[src/rtl/led_pwm_if.sv]
// Colour/enable control and RGB drive/busy status bundle for led_pwm_driver.
// The master side owns colour and enable. The slave side (the driver) returns
// the PWM pin drive and the crossfade status.
interface led_pwm_if;
   logic [2:0] colour;
   logic       enable;
   logic [2:0] rgb;
   logic       busy;

   modport master (
      output colour,
      output enable,
      input  rgb,
      input  busy
   );

   modport slave (
      input  colour,
      input  enable,
      output rgb,
      output busy
   );
endinterface

[src/rtl/led_pwm_driver.sv]
// Per-channel RGB PWM driver with a smooth crossfade.
// Each channel's duty steps toward full-on or full-off, depending on its colour
// bit. Steps happen only on PWM period boundaries, so a running period is never
// cut short or stretched.
module led_pwm_driver #(
   parameter int PWM_BITS = 8,
   parameter int STEP_DIV = 4,
   parameter int STEP     = 16
) (
   input logic      clk,
   input logic      rst,
   led_pwm_if.slave pwm
);

   localparam logic [PWM_BITS-1:0] MAX       = {PWM_BITS{1'b1}};
   localparam int                  PCNT_W    = (STEP_DIV > 1) ? $clog2(STEP_DIV) : 1;
   localparam logic [PCNT_W-1:0]   PCNT_LAST = PCNT_W'(STEP_DIV - 1);
   localparam logic [PWM_BITS:0]   STEP_X    = (PWM_BITS + 1)'(STEP);

   logic [PWM_BITS-1:0]      cnt;
   logic [PCNT_W-1:0]        pcnt;
   logic                     update;
   logic [2:0][PWM_BITS-1:0] duty;
   logic [2:0][PWM_BITS-1:0] duty_next;
   logic [2:0][PWM_BITS-1:0] target;
   logic [2:0][PWM_BITS:0]   gap;
   logic [2:0]               rgb_q;
   logic [2:0]               rgb_next;
   logic [2:0]               off_target;

   // Free-running PWM counter plus a period counter that paces the fade steps
   always_ff @(posedge clk or negedge rst) begin
      if (!rst) begin
         cnt  <= '0;
         pcnt <= '0;
      end else begin
         cnt <= cnt + 1'b1;
         if (cnt == MAX) begin
            if (pcnt == PCNT_LAST) begin
               pcnt <= '0;
            end else begin
               pcnt <= pcnt + 1'b1;
            end
         end
      end
   end

   assign update = (cnt == MAX) && (pcnt == PCNT_LAST);

   // Next duty for each channel: one step toward the target.
   // The gap is computed one bit wider so the landing test can never wrap.
   always_comb begin
      target    = '0;
      gap       = '0;
      duty_next = duty;
      for (int i = 0; i < 3; i++) begin
         target[i] = pwm.colour[i] ? MAX : '0;
         if (target[i] > duty[i]) begin
            gap[i] = {1'b0, target[i]} - {1'b0, duty[i]};
            if (gap[i] <= STEP_X) begin
               duty_next[i] = target[i];
            end else begin
               duty_next[i] = duty[i] + STEP_X[PWM_BITS-1:0];
            end
         end else if (target[i] < duty[i]) begin
            gap[i] = {1'b0, duty[i]} - {1'b0, target[i]};
            if (gap[i] <= STEP_X) begin
               duty_next[i] = target[i];
            end else begin
               duty_next[i] = duty[i] - STEP_X[PWM_BITS-1:0];
            end
         end
      end
   end

   // PWM compare. Full-scale duty is held high for the whole period.
   // Enable only masks the pins; it never touches the fade state.
   always_comb begin
      rgb_next = '0;
      for (int i = 0; i < 3; i++) begin
         rgb_next[i] = pwm.enable & ((duty[i] == MAX) | (cnt < duty[i]));
      end
   end

   // Duty registers change only at the end of a step period.
   // Pin drive is registered every cycle.
   always_ff @(posedge clk or negedge rst) begin
      if (!rst) begin
         duty  <= '0;
         rgb_q <= '0;
      end else begin
         rgb_q <= rgb_next;
         if (update) begin
            duty <= duty_next;
         end
      end
   end

   // A channel is still fading while its duty differs from the live target
   always_comb begin
      off_target = '0;
      for (int i = 0; i < 3; i++) begin
         off_target[i] = (duty[i] != target[i]);
      end
   end

   assign pwm.rgb  = rgb_q;
   assign pwm.busy = rst & (|off_target);

endmodule

[src/flat_wrapper.sv]
// flat-port wrapper written by rule: the top's interface ports become plain ports
module led_pwm_driver_flat 
#(
   parameter int PWM_BITS = 8,
   parameter int STEP_DIV = 4,
   parameter int STEP     = 16
)
  (clk, rst, pwm_colour, pwm_enable, pwm_rgb, pwm_busy);
  led_pwm_if pwm_i ();
  input logic clk;
  input logic rst;
  input wire logic [$bits(pwm_i.colour)-1:0] pwm_colour;
  input wire logic [$bits(pwm_i.enable)-1:0] pwm_enable;
  output wire logic [$bits(pwm_i.rgb)-1:0] pwm_rgb;
  output wire logic [$bits(pwm_i.busy)-1:0] pwm_busy;
  assign pwm_i.colour = pwm_colour;
  assign pwm_i.enable = pwm_enable;
  assign pwm_rgb = pwm_i.rgb;
  assign pwm_busy = pwm_i.busy;
  led_pwm_driver #(.PWM_BITS(PWM_BITS), .STEP_DIV(STEP_DIV), .STEP(STEP)) u_core (.clk(clk), .rst(rst), .pwm(pwm_i));
endmodule
[config.mk]
export PLATFORM = sky130hd
export DESIGN_NAME = led_pwm_driver_flat
export DESIGN_NICKNAME = d
export VERILOG_FILES = /design/src/rtl/led_pwm_if.sv /design/src/rtl/led_pwm_driver.sv /design/src/flat_wrapper.sv
export SDC_FILE = /design/constraint.sdc
export NUM_CORES = 1
export LEC_CHECK = 0
export ABC_AREA = 1
export CAP_MARGIN = 10
export CORE_ASPECT_RATIO = 0.7
export CORE_MARGIN = 2
export CORE_UTILIZATION = 45
export DETAILED_ROUTE_END_ITERATION = 10
export GPL_TIMING_DRIVEN = 0
export PLACE_DENSITY = 0.57
export SYNTH_ARGS = -nofsm -noshare
export SYNTH_HDL_FRONTEND = slang
export SYNTH_SLANG_ARGS = --single-unit
[constraint.sdc]
create_clock -name clk -period 3.05 [get_ports clk]
set_input_delay 0.7625 -clock clk [delete_from_list [all_inputs] [get_ports clk]]
set_output_delay 0.7625 -clock clk [all_outputs]
set_load 0.02 [all_outputs]
* After elaboration in Yosys (flattened, before gate mapping)
Index checks and enable logic that the tools add are counted.
** Storage, ports and cells
- Bits in registers :: 37
- Input port bits :: 6
- Output and inout port bits :: 4
** Operators by class
- $add $sub $neg :: 14
- Order comparisons :: 15
- Eq/ne operators :: 8
- Muxes and demuxes :: 16
- Bitwise logic cells :: 7
- Reductions and logical operators :: 8
** Operators by type and width (number)
- two-way mux 8 bit :: 15
- less-or-equal comparator 9 x 5 -> 1 bit, second input constant :: 6
- subtractor 8 x 8 -> 9 bit :: 6
- < comparator 8 bit :: 6
- == test 8 bit, second input constant :: 4
- adder 8 x 5 -> 8 bit, second input constant :: 3
- greater-than comparator 8 bit :: 3
- != test 8 bit :: 3
- subtractor 8 x 5 -> 8 bit, second input constant :: 3
- adder 8 x 1 -> 8 bit, second input constant :: 1
- AND reduction 2 bit :: 3
- nonzero test 2 bit :: 3
- AND 1 bit :: 4
- bitwise OR 1 bit :: 3
- OR reduction 3 bit :: 1
- adder 2 x 1 -> 2 bit, second input constant :: 1
- == test 2 bit, second input constant :: 1
- two-way mux 2 bit :: 1
- logical AND 1 bit :: 1

* Logic depth before layout (Yosys ltp)
- Depth in word-level cells :: 6
- Gate-level depth with buffers :: 17

* Worst setup path after synthesis
OpenSTA, ideal clock, no wires.
- Kind :: in2out
- Start :: in pwm_colour[1]
- End :: out pwm_busy
- Arrival :: 2.119 ns
- Required time :: 2.288 ns
- Setup slack :: 0.168 ns
- Stages on the path :: 8
- Cell sequence :: inv_1 > ha_1 > buf_2 > nand2_2 > nor3_4 > inv_1 > o31ai_1 > inv_1
** Between the ends
- Longest elaborated chain between the ends :: 4
** Ends and longest elaborated chain
- from (decl) :: line flat_wrapper.sv:12 : input wire logic [$bits(pwm_i.colour)-1:0] pwm_colour;
- two-way mux 8 bit :: line led_pwm_driver.sv:57 : target[i] = pwm.colour[i] ? MAX : '0;
- != test 8 bit :: line led_pwm_driver.sv:103 : off_target[i] = (duty[i] != target[i]);
- OR reduction 3 bit :: line led_pwm_driver.sv:108 : assign pwm.busy = rst & (|off_target);
- AND 1 bit :: line led_pwm_driver.sv:108
- to (decl) :: line flat_wrapper.sv:15 : output wire logic [$bits(pwm_i.busy)-1:0] pwm_busy;
Every way passes these cells.

* Worst setup path in the final report
Ends and elaborated chain as after synthesis.

==> out/qor.txt <==
Outcome: completed
Layout cells sized above 1: 15.4%
Max FO, Critical Path: 6
Hold path depth: 1
Worst vdd ir: 240 uV
Final wirelength: 10.4 mm
Power per cell area: 259 nW/um^2
Gate Count Post-Synth: 614
Worst Path Arrival: 2.27 ns
Hold Crit Start: u_core.pcnt[0]
Startpoint types: input port
Port Buf Inserts: 9
Tot Pwr: 1.26 mW
Vias per cell: 5.06
Post-synth top flop: dfrtp_1
Seq/Total Area, Yosys: 17.6%
Commonest cells in the netlist: 217 x nand2_1, 87 x inv_1, 75 x nand3_1
RR Endpoint: u_core.duty[4]
Final Max Slew Viols: 0
Die area: 9630 um^2
Max Cap Viol: 0
Most frequent cell after synthesis: nand2_1
Achievable Freq: 329 MHz
Root buf cell: clkbuf_16
Num ports: 10
Avg Cell Area, Syn: 6.48 um^2
FFs w/ async S/R, synth: 100%
Mapped cell area: 3980 um^2
Worst Max-Slew Pin Slew: 0.602 ns
Cell variety after synth: 33
RSZ-0062 raised after global routing: true
Seq cells post-synth: 28
Core area: 8510 um^2
Area Growth Syn to Fin: 22.5%
Fin util: 57.3%
Global-route wire length before repair: 17.3 mm
Worst Reg-to-Reg Cells: 15
Yosys top cell by area: nand2_1
Ant. Diodes: 0
Clock Skew: 0.00526 ns
FP Rows: 28
Top cells by area in the synthesized netlist: nand2_1 20%, ha_1 19%, dfrtp_1 18%, nand3_1 9.4%, inv_1 8.2%
Nets: 730
Kind of critical path: input port to output port
Ys Warns: 0
Fin crit share: 99.5%
Post-synth EDFFs: 0
GP Congestion: 0.860
CTS tree: yes
Post-DRT Antenna Nets: 0
Initial antenna violation count: 0
Fin. Hold Viols: 0
Initial drt markers: 280
Pin count of the biggest net entering global routing: 20
Crit Reg-Reg Startpoint: u_core.duty[2]
DRT Pass-1 Iters: 5
Global-route usage over all layers: 22.8%
CP Capture Type: output port
Starting Density: 46.8%
Total CTS buffers: 3
DRC violations left: 0
Tmin final: 3.04 ns
CP required: 2.29 ns
Vias in the first global route: 3539
Number of clock sinks: 28
P_leak: 2.53 nW
Clk slew on worst S/H paths: 0.07 ns
Reg2reg setup slack: 0.44 ns
Vias: 3925
CTS Buffer Depth: 2
Hold Path Sink: u_core.pcnt[0]
Dpl hpwl: 7.95 mm
Synth top area share: 20.5%
WL per Instance: 13.5 um
Syn Nets: 688
DIE WIDTH: 116 um
Slew headroom: 59.8%
Hold WC Path Type: flop to flop
Hold buffer count at cts: 0
Worst hold margin: 0.523 ns
Setup tns final: 0 ns
Final setup viols: 0
Grt total ovfl: 0
Clock insertion delay at the later pin of the skew report: 0.27 ns
CTS H-tree depth: 1
DIE HEIGHT: 82.7 um
power by group:
part / switching (mW) / leakage, nW / internal, mW
Sequential: 0.0118 / 0.358 / 0.378
Combinational: 0.289 / 2.12 / 0.192
Clock: 0.132 / 0.0511 / 0.262
stage by stage:
stage / cells / setup WS, ns / instance area, um^2
detailed placement: 744 / -1.56 / 4250
CTS: 764 / -0.0774 / 4640
finish: 775 / 0.0148 / 4880
global placement: 743 / -1.57 / 4220
global route: 775 / -0.0868 / 4880
floorplan: 614 / 0.168 / 3980
cells in the final DEF, fill, tap and decap left out, drive strengths merged, types with 5 or more instances in the layout:
cell type / instances
dfrtp: 28
xor2: 18
ha: 62
nand4: 7
clkbuf: 5
nand2: 230
o21ai: 11
a21oi: 27
clkdlybuf4s50: 5
buf: 36
inv: 85
nand3: 78
nor2: 41
fa: 6
cell type report:
type                            instances  area, um^2
Tap cell                              120         150
Clock buffer                            3        75.1
Multi-Input combinational cell        491        3160
Sequential cell                        28         701
Inverter                               89         350
Fill cell                             850        3630
Timing Repair Buffer                   39         380
Clock inverter                          1        30.0
Buffer                                  4        30.0
worst max path at each step:
stage                              from       end  cells after the start
after global placement    pwm_colour[1]  pwm_busy                      9
final                     pwm_colour[1]  pwm_busy                     10
after global routing      pwm_colour[1]  pwm_busy                     10
after detailed placement  pwm_colour[1]  pwm_busy                      9
after CTS                 pwm_colour[1]  pwm_busy                     10
after floorplan           pwm_colour[1]  pwm_busy                      8
cells by family after synthesis:
logic type / count (synthesis) / share of synthesized area (%)
buf+inv: 95 / 9.27
compound gates: 44 / 6.38
mux: 1 / 0.283
xor+xnor: 18 / 3.96
fa+ha+maj: 68 / 22.5
flops: 28 / 17.6
simple gates: 360 / 40.0
worst max-delay path: stages:
cell and delay, ns:
buf_12 0.08, clkinvlp_4 0.21, buf_6 0.20, ha_4 0.27
nand2_4 0.05, nor3_4 0.21, inv_2 0.08, o31ai_4 0.21
inv_1 0.07, buf_6 0.13
layer usage:
layer	up-vias	part of all wire [%]	track usage [%]
li1	2034	-	-
met1	1803	53	35.4
met2	74	42	33.9
met3	14	3.7	2.41
met4	0	1.1	4.64
met5	-	0	0
timing repair:
| action | in CTS | in global routing |
|---|---|---|
| resized for setup | 58 | 24 |
| endpoints found under the setup margin | 16 | 6 |
| pin swaps | 9 | 11 |
| setup buffers | 16 | 14 |
state kept, by name (all words and copies together), names as in the netlist:
signal and flops:
u_core.cnt 8, u_core.duty 15, u_core.pcnt 2, u_core.pwm.rgb 3
(Power assumes the default switching activity.)
